File: src/rtl/register_file_pkg.sv
// Shared CPU definitions: datapath widths, architectural register indices
// and the active-low reset level used by the pipeline stages.
package cpu_defines;

    localparam int unsigned DATA_WIDTH    = 32;
    localparam int unsigned ADDRESS_WIDTH = 6;
    localparam int unsigned GPR_COUNT     = 32;

    localparam logic [DATA_WIDTH-1:0]    ZERO_WORD     = '0;
    localparam logic [ADDRESS_WIDTH-1:0] REGISTER_ZERO = 6'd0;
    localparam logic [ADDRESS_WIDTH-1:0] REGISTER_HI   = 6'd32;
    localparam logic [ADDRESS_WIDTH-1:0] REGISTER_LO   = 6'd33;

    localparam logic RESET_ENABLE = 1'b0;

endpackage

File: src/rtl/register_read_port.sv
// One operand read port of the register file.
// Ports:
//   reset            synchronous active-low reset level (forces output to 0)
//   read_enable      read request
//   read_address     register index to read
//   write_enable     write-back request (used for same-cycle bypass)
//   write_address    write-back destination
//   write_data       write-back value
//   storage          register contents, entry i holds address i+1
//   read_data        combinational operand value
module register_read_port
    import cpu_defines::*;
#(
    parameter int unsigned DATA_WIDTH    = cpu_defines::DATA_WIDTH,
    parameter int unsigned ADDRESS_WIDTH = cpu_defines::ADDRESS_WIDTH,
    parameter int unsigned GPR_COUNT     = cpu_defines::GPR_COUNT
) (
    input  logic                     reset,
    input  logic                     read_enable,
    input  logic [ADDRESS_WIDTH-1:0] read_address,
    input  logic                     write_enable,
    input  logic [ADDRESS_WIDTH-1:0] write_address,
    input  logic [DATA_WIDTH-1:0]    write_data,
    input  logic [DATA_WIDTH-1:0]    storage [GPR_COUNT+1],
    output logic [DATA_WIDTH-1:0]    read_data
);

    // Highest writable index: GPRs, then HI, then LO.
    localparam logic [ADDRESS_WIDTH-1:0] LAST_WRITABLE = ADDRESS_WIDTH'(GPR_COUNT + 1);

    always_comb begin
        read_data = '0;
        if (reset == RESET_ENABLE) begin
            read_data = '0;
        end else if (!read_enable) begin
            read_data = '0;
        end else if (read_address == REGISTER_ZERO) begin
            read_data = '0;
        end else if (read_address > LAST_WRITABLE) begin
            read_data = '0;
        end else if (write_enable && (write_address == read_address)) begin
            // Range already checked above, so a match here is always a real register.
            read_data = write_data;
        end else begin
            read_data = storage[read_address - ADDRESS_WIDTH'(1)];
        end
    end

endmodule

File: src/rtl/register_file.sv
// Architectural register file: 31 writable GPRs ($0 hard-wired to zero),
// HI and LO, two combinational read ports with write-to-read bypass.
// Ports:
//   clock                     system clock, rising-edge updates
//   reset                     synchronous active-low reset
//   register_a_read_enable    port A read request
//   register_a_read_address   port A index
//   register_a_read_data      port A data (combinational)
//   register_b_read_enable    port B read request
//   register_b_read_address   port B index
//   register_b_read_data      port B data (combinational)
//   write_enable              write-back request
//   write_address             write-back destination
//   write_data                write-back value
module register_file
    import cpu_defines::*;
#(
    parameter int unsigned DATA_WIDTH    = cpu_defines::DATA_WIDTH,
    parameter int unsigned ADDRESS_WIDTH = cpu_defines::ADDRESS_WIDTH,
    parameter int unsigned GPR_COUNT     = cpu_defines::GPR_COUNT
) (
    input  logic                     clock,
    input  logic                     reset,
    input  logic                     register_a_read_enable,
    input  logic [ADDRESS_WIDTH-1:0] register_a_read_address,
    output logic [DATA_WIDTH-1:0]    register_a_read_data,
    input  logic                     register_b_read_enable,
    input  logic [ADDRESS_WIDTH-1:0] register_b_read_address,
    output logic [DATA_WIDTH-1:0]    register_b_read_data,
    input  logic                     write_enable,
    input  logic [ADDRESS_WIDTH-1:0] write_address,
    input  logic [DATA_WIDTH-1:0]    write_data
);

    // No storage for $0: entry i holds address i+1 (GPRs 1..31, HI, LO).
    localparam int unsigned              STORAGE_DEPTH = GPR_COUNT + 1;
    localparam logic [ADDRESS_WIDTH-1:0] LAST_WRITABLE = ADDRESS_WIDTH'(GPR_COUNT + 1);

    logic [DATA_WIDTH-1:0] storage [STORAGE_DEPTH];
    logic                  write_valid;

    assign write_valid = write_enable
                      && (write_address != REGISTER_ZERO)
                      && (write_address <= LAST_WRITABLE);

    always_ff @(posedge clock) begin
        if (reset == RESET_ENABLE) begin
            for (int unsigned i = 0; i < STORAGE_DEPTH; i++) begin
                storage[i] <= '0;
            end
        end else if (write_valid) begin
            storage[write_address - ADDRESS_WIDTH'(1)] <= write_data;
        end
    end

    register_read_port #(
        .DATA_WIDTH    (DATA_WIDTH),
        .ADDRESS_WIDTH (ADDRESS_WIDTH),
        .GPR_COUNT     (GPR_COUNT)
    ) port_a (
        .reset         (reset),
        .read_enable   (register_a_read_enable),
        .read_address  (register_a_read_address),
        .write_enable  (write_enable),
        .write_address (write_address),
        .write_data    (write_data),
        .storage       (storage),
        .read_data     (register_a_read_data)
    );

    register_read_port #(
        .DATA_WIDTH    (DATA_WIDTH),
        .ADDRESS_WIDTH (ADDRESS_WIDTH),
        .GPR_COUNT     (GPR_COUNT)
    ) port_b (
        .reset         (reset),
        .read_enable   (register_b_read_enable),
        .read_address  (register_b_read_address),
        .write_enable  (write_enable),
        .write_address (write_address),
        .write_data    (write_data),
        .storage       (storage),
        .read_data     (register_b_read_data)
    );

endmodule

File: config.mk
export PLATFORM = sky130hd
export DESIGN_NAME = register_file
export DESIGN_NICKNAME = d
export VERILOG_FILES = /design/src/rtl/register_file_pkg.sv /design/src/rtl/register_read_port.sv /design/src/rtl/register_file.sv
export SDC_FILE = /design/constraint.sdc
export NUM_CORES = 2
export LEC_CHECK = 0
export CORE_UTILIZATION = 23
export DETAILED_ROUTE_END_ITERATION = 16
export PLACE_DENSITY = 0.4
export RECOVER_POWER = 100
export SYNTH_ARGS = -nofsm -noshare
export SYNTH_HDL_FRONTEND = slang
export SYNTH_SLANG_ARGS = --single-unit
File: constraint.sdc
create_clock -name clock -period 7.82 [get_ports clock]
set_input_delay 0.782 -clock clock [delete_from_list [all_inputs] [get_ports clock]]
set_output_delay 0.782 -clock clock [all_outputs]
set_load 0.005 [all_outputs]
### Word level (Yosys, flattened, before mapping)

Cells that the tools add are included.

* bits in registers: 1056
* input bits: 55
* output and inout port bits: 64
* logic and storage cells: 75

* add/sub/neg operators: 3
* $lt $le $gt $ge: 7
* equal/unequal tests: 2
* multiplexer cells: 19
* bitwise logic cells: 3
* reductions and logical operators: 8

Operator list (number)
* $bwmux W1056: 1
* $mux W32: 15
* $bmux W32 S6: 2
* $demux W32 S6: 1
* $ge A7 B7 Y1 const B: 3
* $not A6 Y7: 3
* $sub A6 B1 Y6 const B: 3
* $eq A6 B6 Y1: 2
* $gt A6 B6 Y1 const B: 2
* $logic_not A6 Y1: 2
* $lt A7 B1 Y1 const B: 1
* $le A6 B6 Y1 const B: 1
* $reduce_bool A6 Y1: 1
* $logic_and A1 B1 Y1: 5

### Depth between registers and ports, before layout

* depth after elaboration: 10
* mapped depth: 13
* mapped depth without buffers: 8

### Hierarchy

A second synthesis with hierarchy kept.

* cell total of the unflattened synthesis: 5544
* area, all modules: 57462.6 um2

Modules (own cells, without submodules)
* register_file: times used 1, cells an instance 3662, area each 38084.0 um2, seq. area each 21140.3 um2
* register_read_port: times used 2, cells an instance 941, area each 9689.3 um2, seq. area each 0.0 um2

### Worst setup path before layout

No wires, ideal clock.

* path type: input to output
* from: input port register_b_read_address[0]
* to: output port register_b_read_data[10]
* data arrival time: 3.548 ns
* data required time: 7.038 ns
* path slack: 3.490 ns
* cell stages on the path: 13
* path buffers: 6
* path through: buf_2 > buf_2 > buf_2 > inv_1 > ha_1 > clkbuf_1 > clkbuf_1 > a21boi_1 > clkbuf_1 > nand2_1 > nand3_1 > nand4_1 > a21oi_1

* longest elaborated chain between the ends: 10
* elaborated cells on any way between the ends: 14
* classes of those cells: add/sub: 1; order compare: 1; eq/ne: 1; mux: 8; bitwise: 1; reduce/logical: 2

RTL lines
* from (decl): line register_file.sv:28 `input logic [ADDRESS_WIDTH-1:0] register_b_read_address,`
* $sub A6 B1 Y6: line register_read_port.sv:45 `read_data = storage[read_address - ADDRESS_WIDTH'(1)];`
* $not A6 Y7 (implied by the code): line register_read_port.sv:45
* $bmux W32 S6: line register_read_port.sv:45
* $mux W32 (implied by the code) (2 in series): line register_read_port.sv:45
* $mux W32: line register_read_port.sv:41 `end else if (write_enable && (write_address == read_address)) begin`
* $mux W32: line register_read_port.sv:39 `end else if (read_address > LAST_WRITABLE) begin`
* $mux W32 *: line register_read_port.sv:37 `end else if (read_address == REGISTER_ZERO) begin`
* $mux W32 *: line register_read_port.sv:35 `end else if (!read_enable) begin`
* $mux W32 *: line register_read_port.sv:33 `if (reset == RESET_ENABLE) begin`
* to (decl): line register_file.sv:29 `output logic [DATA_WIDTH-1:0] register_b_read_data,`

Every way passes the cells marked *; elsewhere a longest branch is shown, timed or not. The select of a mux whose other input is x is not followed.

### Final worst setup path

* from: input port register_b_read_address[1]
* to: output port register_b_read_data[0]

Same word-level chain as after synthesis.

==> flow_metrics.py <==
metrics = {
    "global_routing": {
        "grt_use_total": 0.194,
        "grt_pass1_wl_um": 356000,
        "grt_max_degree": 239,
        "first_global_vias": 45508,
        "overflow": 0,
        "antenna_found_initial": 22,
    },
    "die": {
        "dieArea_um2": 253000,
        "fp.dieH_um": 503,
        "core_area_um2": 249000,
        "ios": 119,
        "start_util": 0.232,
        "core.rowCount": 183,
        "die_w_um": 503,
    },
    "hold_path": {
        "hp-class": "reg2reg",
    },
    "power_and_ir_drop": {
        "power_frac_comb": 0.105,
        "static-leakage-power_nw": 23.0,
        "power_switching_w": 0.00351,
        "power.internal_w": 0.00936,
        "switching_share": 0.273,
        "vdd_drop_max_v": 0.000213,
        "pwr-share-clk": 0.475,
        "p_per_area_nw_per_um2": 195,
        "seqPwrFrac": 0.420,
    },
    "worst_setup_path": {
        "start_kind": "input pin",
        "critPathMaxFanout": 33,
        "critPathMaxStageDelay_ns": 1.20,
        "rr_startpoint": "storage[676]",
        "worstReg2RegEnd": "storage[676]",
        "path_class": "in2out",
        "critPathSlowestCell": "a21boi_1",
        "cp-end-kind": "output port",
        "crit_required_ns": 7.04,
        "cp.arrival_ns": 6.45,
        "cp-endpoint": "register_b_read_data[0]",
        "crit_chain": "dlygate4sd3_1 > inv_1 > ha_4 > a21boi_1 > buf_4 > a22oi_1 > nand3_1 > nand4_1 > a21oi_1 > clkdlybuf4s50_1",
        "crit_start": "register_b_read_address[1]",
        "regToRegSetupSlack_ns": 7.05,
        "r2r_cells": 2,
    },
    "layout": {
        "regMostFlops": "storage",
        "fillers": 26379,
        "design_area_um2": 65800,
        "post_route_cells_drive_above_1_share": 0.154,
        "layout_commonest_cell": "nand2_1",
        "final_cell_mix": "1352 x nand2_1, 1056 x dfxtp_1, 566 x a21boi_0",
        "finalNetCount": 5776,
        "syn2layout_area_growth_pct": 14.0,
        "largest_reg_flops": 1056,
        "fin_cells": 9164,
        "reg.largest.list": "storage: 1056 flops",
    },
    "yosys": {
        "synthCells": 5988,
        "async_reset_ff_frac": 0,
        "synth-main-ff-cell": "dfxtp_1",
        "yosysTopAreaCell": "dfxtp_1",
        "yosysTopAreaCellShare": 0.366,
        "ys_types": 53,
        "synth_area_leaders": "dfxtp_1 37%, mux4_2 20%, nand2_1 8.9%, mux2i_1 8.3%, a21boi_0 6.1%",
        "yosys_warnings": 0,
        "ys_ff_latch": 1056,
        "netlist_area_um2": 57800,
        "syn_avg_cell_area_um2": 9.65,
        "synth_nets": 6052,
        "synth_edf_count": 0,
        "synth.yosys.seq_area_share": 0.366,
    },
    "drt": {
        "via_per_inst": 5.02,
        "wl_um": 250000,
        "drtAntennaViolNets": 0,
        "drt_first_pass_iters": 5,
        "drc": 0,
        "wl_per_cell_um": 27.2,
        "drtIter0Drc": 3965,
        "num_vias": 45989,
    },
    "sta": {
        "finalSetupViolations": 0,
        "rsz0062_at_grt": "false",
        "hold_viol_final": 0,
        "worst_hold_slack_ns": 0.464,
        "maxSlewHeadroom": -1.84,
        "fin_crit_ns": 7.23,
        "timing.fmax_ghz": 0.138,
        "fin_crit_sh": 0.925,
        "clock_skew_ns": 0,
        "tns_ns": 0,
        "worstMarginPinSlew_ns": 4.27,
        "report.final.slew_viol_count": 1212,
    },
    "placement": {
        "gp_congestion": 0.830,
        "io_buffers": 118,
        "place_inst": 8919,
        "post_dp_cell_area_um2": 61900,
        "hpwlAfterDp_um": 147000,
    },
    "cts": {
        "htree_levels": 3,
        "numCtsBuffers": 121,
        "ctsResizeCount": 0,
        "cts_root_buf": "clkbuf_16",
        "clk_pin_slew_worst_paths_ns": 0.06,
        "cts_tree": "yes",
        "numClockSinks": 1056,
        "clockBufferDepth": 3,
        "cts_setup_buffers": 0,
        "ctsHoldBuffers": 0,
        "clk_latency_ns": 0.77,
    },
    "status": {
        "violations": "capacitance limit, slew limit",
        "status": "finished with violations",
    },
    "job": {
        "timing.max_cap.violations": 41,
    },
}
## logic make-up after synthesis
kind of cell,Yosys count,synth area share
simple gates,2326,0.187
flops,1056,0.366
mux,992,0.283
compound gates,895,0.108
buf+inv,685,0.0501
xor+xnor,25,0.00379
fa+ha+maj,9,0.00195
## through the flow
stage          setup slack [ns]  total power [W]   util
6_report                  0.588           0.0129  0.264
5_1_grt                   0.544           0.0133  0.264
4_1_cts                    1.15           0.0130  0.265
3_5_place_dp               1.17          0.00688  0.248
3_3_place_gp               1.18          0.00688  0.248
2_1_floorplan              3.49          0.00629      -
## cell type report
cell class	instances	area [um2]	area share
multi-input combinational	4247	33900	0.515
sequential	1056	21100	0.321
tap	3330	4170	0.0633
clock buffer	200	3800	0.0577
timing repair buffer	275	2290	0.0348
clock inverter	21	404	0.00614
antenna	24	60.1	0.000912
inverter	11	41.3	0.000627
## cell usage after synthesis (3+ instances only)
master and count:
and2_0 6, a21boi_1 107, xor2_1 8, buf_6 3
nor2_1 67, o22ai_1 35, buf_2 118, mux4_2 512
or3_1 4, nand2_1 1365, dfxtp_1 1056, nand3_1 260
o32ai_1 3, and3_1 3, nand4_1 67, a31oi_1 3
o31ai_1 3, buf_1 50, a22oi_1 96, buf_4 40
and3b_1 9, a21boi_0 470, a21oi_1 135, nor3_2 4
nand3b_1 18, inv_1 11, o21ai_0 36, nor3b_1 4
nor3_1 9, and2_1 5, mux2i_1 480, nor2b_1 484
xnor2_1 17, clkbuf_1 463, nand2b_1 3, ha_1 9
## how the worst min path moves through the flow
| stage | from | endpoint | slack, ns | cells after the start |
|---|---|---|---|---|
| 2_1_floorplan | storage[966] | storage[966] | 0.44 | 2 |
| 3_3_place_gp | storage[529] | storage[529] | 0.45 | 2 |
| 3_5_place_dp | storage[521] | storage[521] | 0.46 | 2 |
| 4_1_cts | storage[530] | storage[530] | 0.47 | 2 |
| 5_1_grt | storage[1032] | storage[1032] | 0.49 | 2 |
| 6_report | storage[516] | storage[516] | 0.46 | 2 |
## power groups by stage
stage | Combinational (W) | Sequential (W) | Clock [W]
after global routing | 0.00140 | 0.00541 | 0.00645
after floorplan | 0.000771 | 0.00552 | 0
final | 0.00135 | 0.00541 | 0.00611
after CTS | 0.00136 | 0.00541 | 0.00626
after global placement | 0.00135 | 0.00552 | 0
after detailed placement | 0.00136 | 0.00553 | 0
## worst max-delay path, delay by kind of cell
| family | cells | cell delay [ns] |
|---|---|---|
| and+or+nand+nor | 2 | 0.46 |
| buffers and inverters | 4 | 2.24 |
| adders and majority gates | 1 | 0.74 |
| AOI/OAI and AO/OA | 3 | 2.19 |
## layer usage
layer	wire length [um]	vias up	GRT usage
met2	118000	1320	0.321
met4	10600	12	0.0825
met5	86	-	0
li1	-	20558	-
met1	108000	23699	0.251
met3	12900	400	0.0281
No activity file was read; power rests on OpenSTA's default activity.
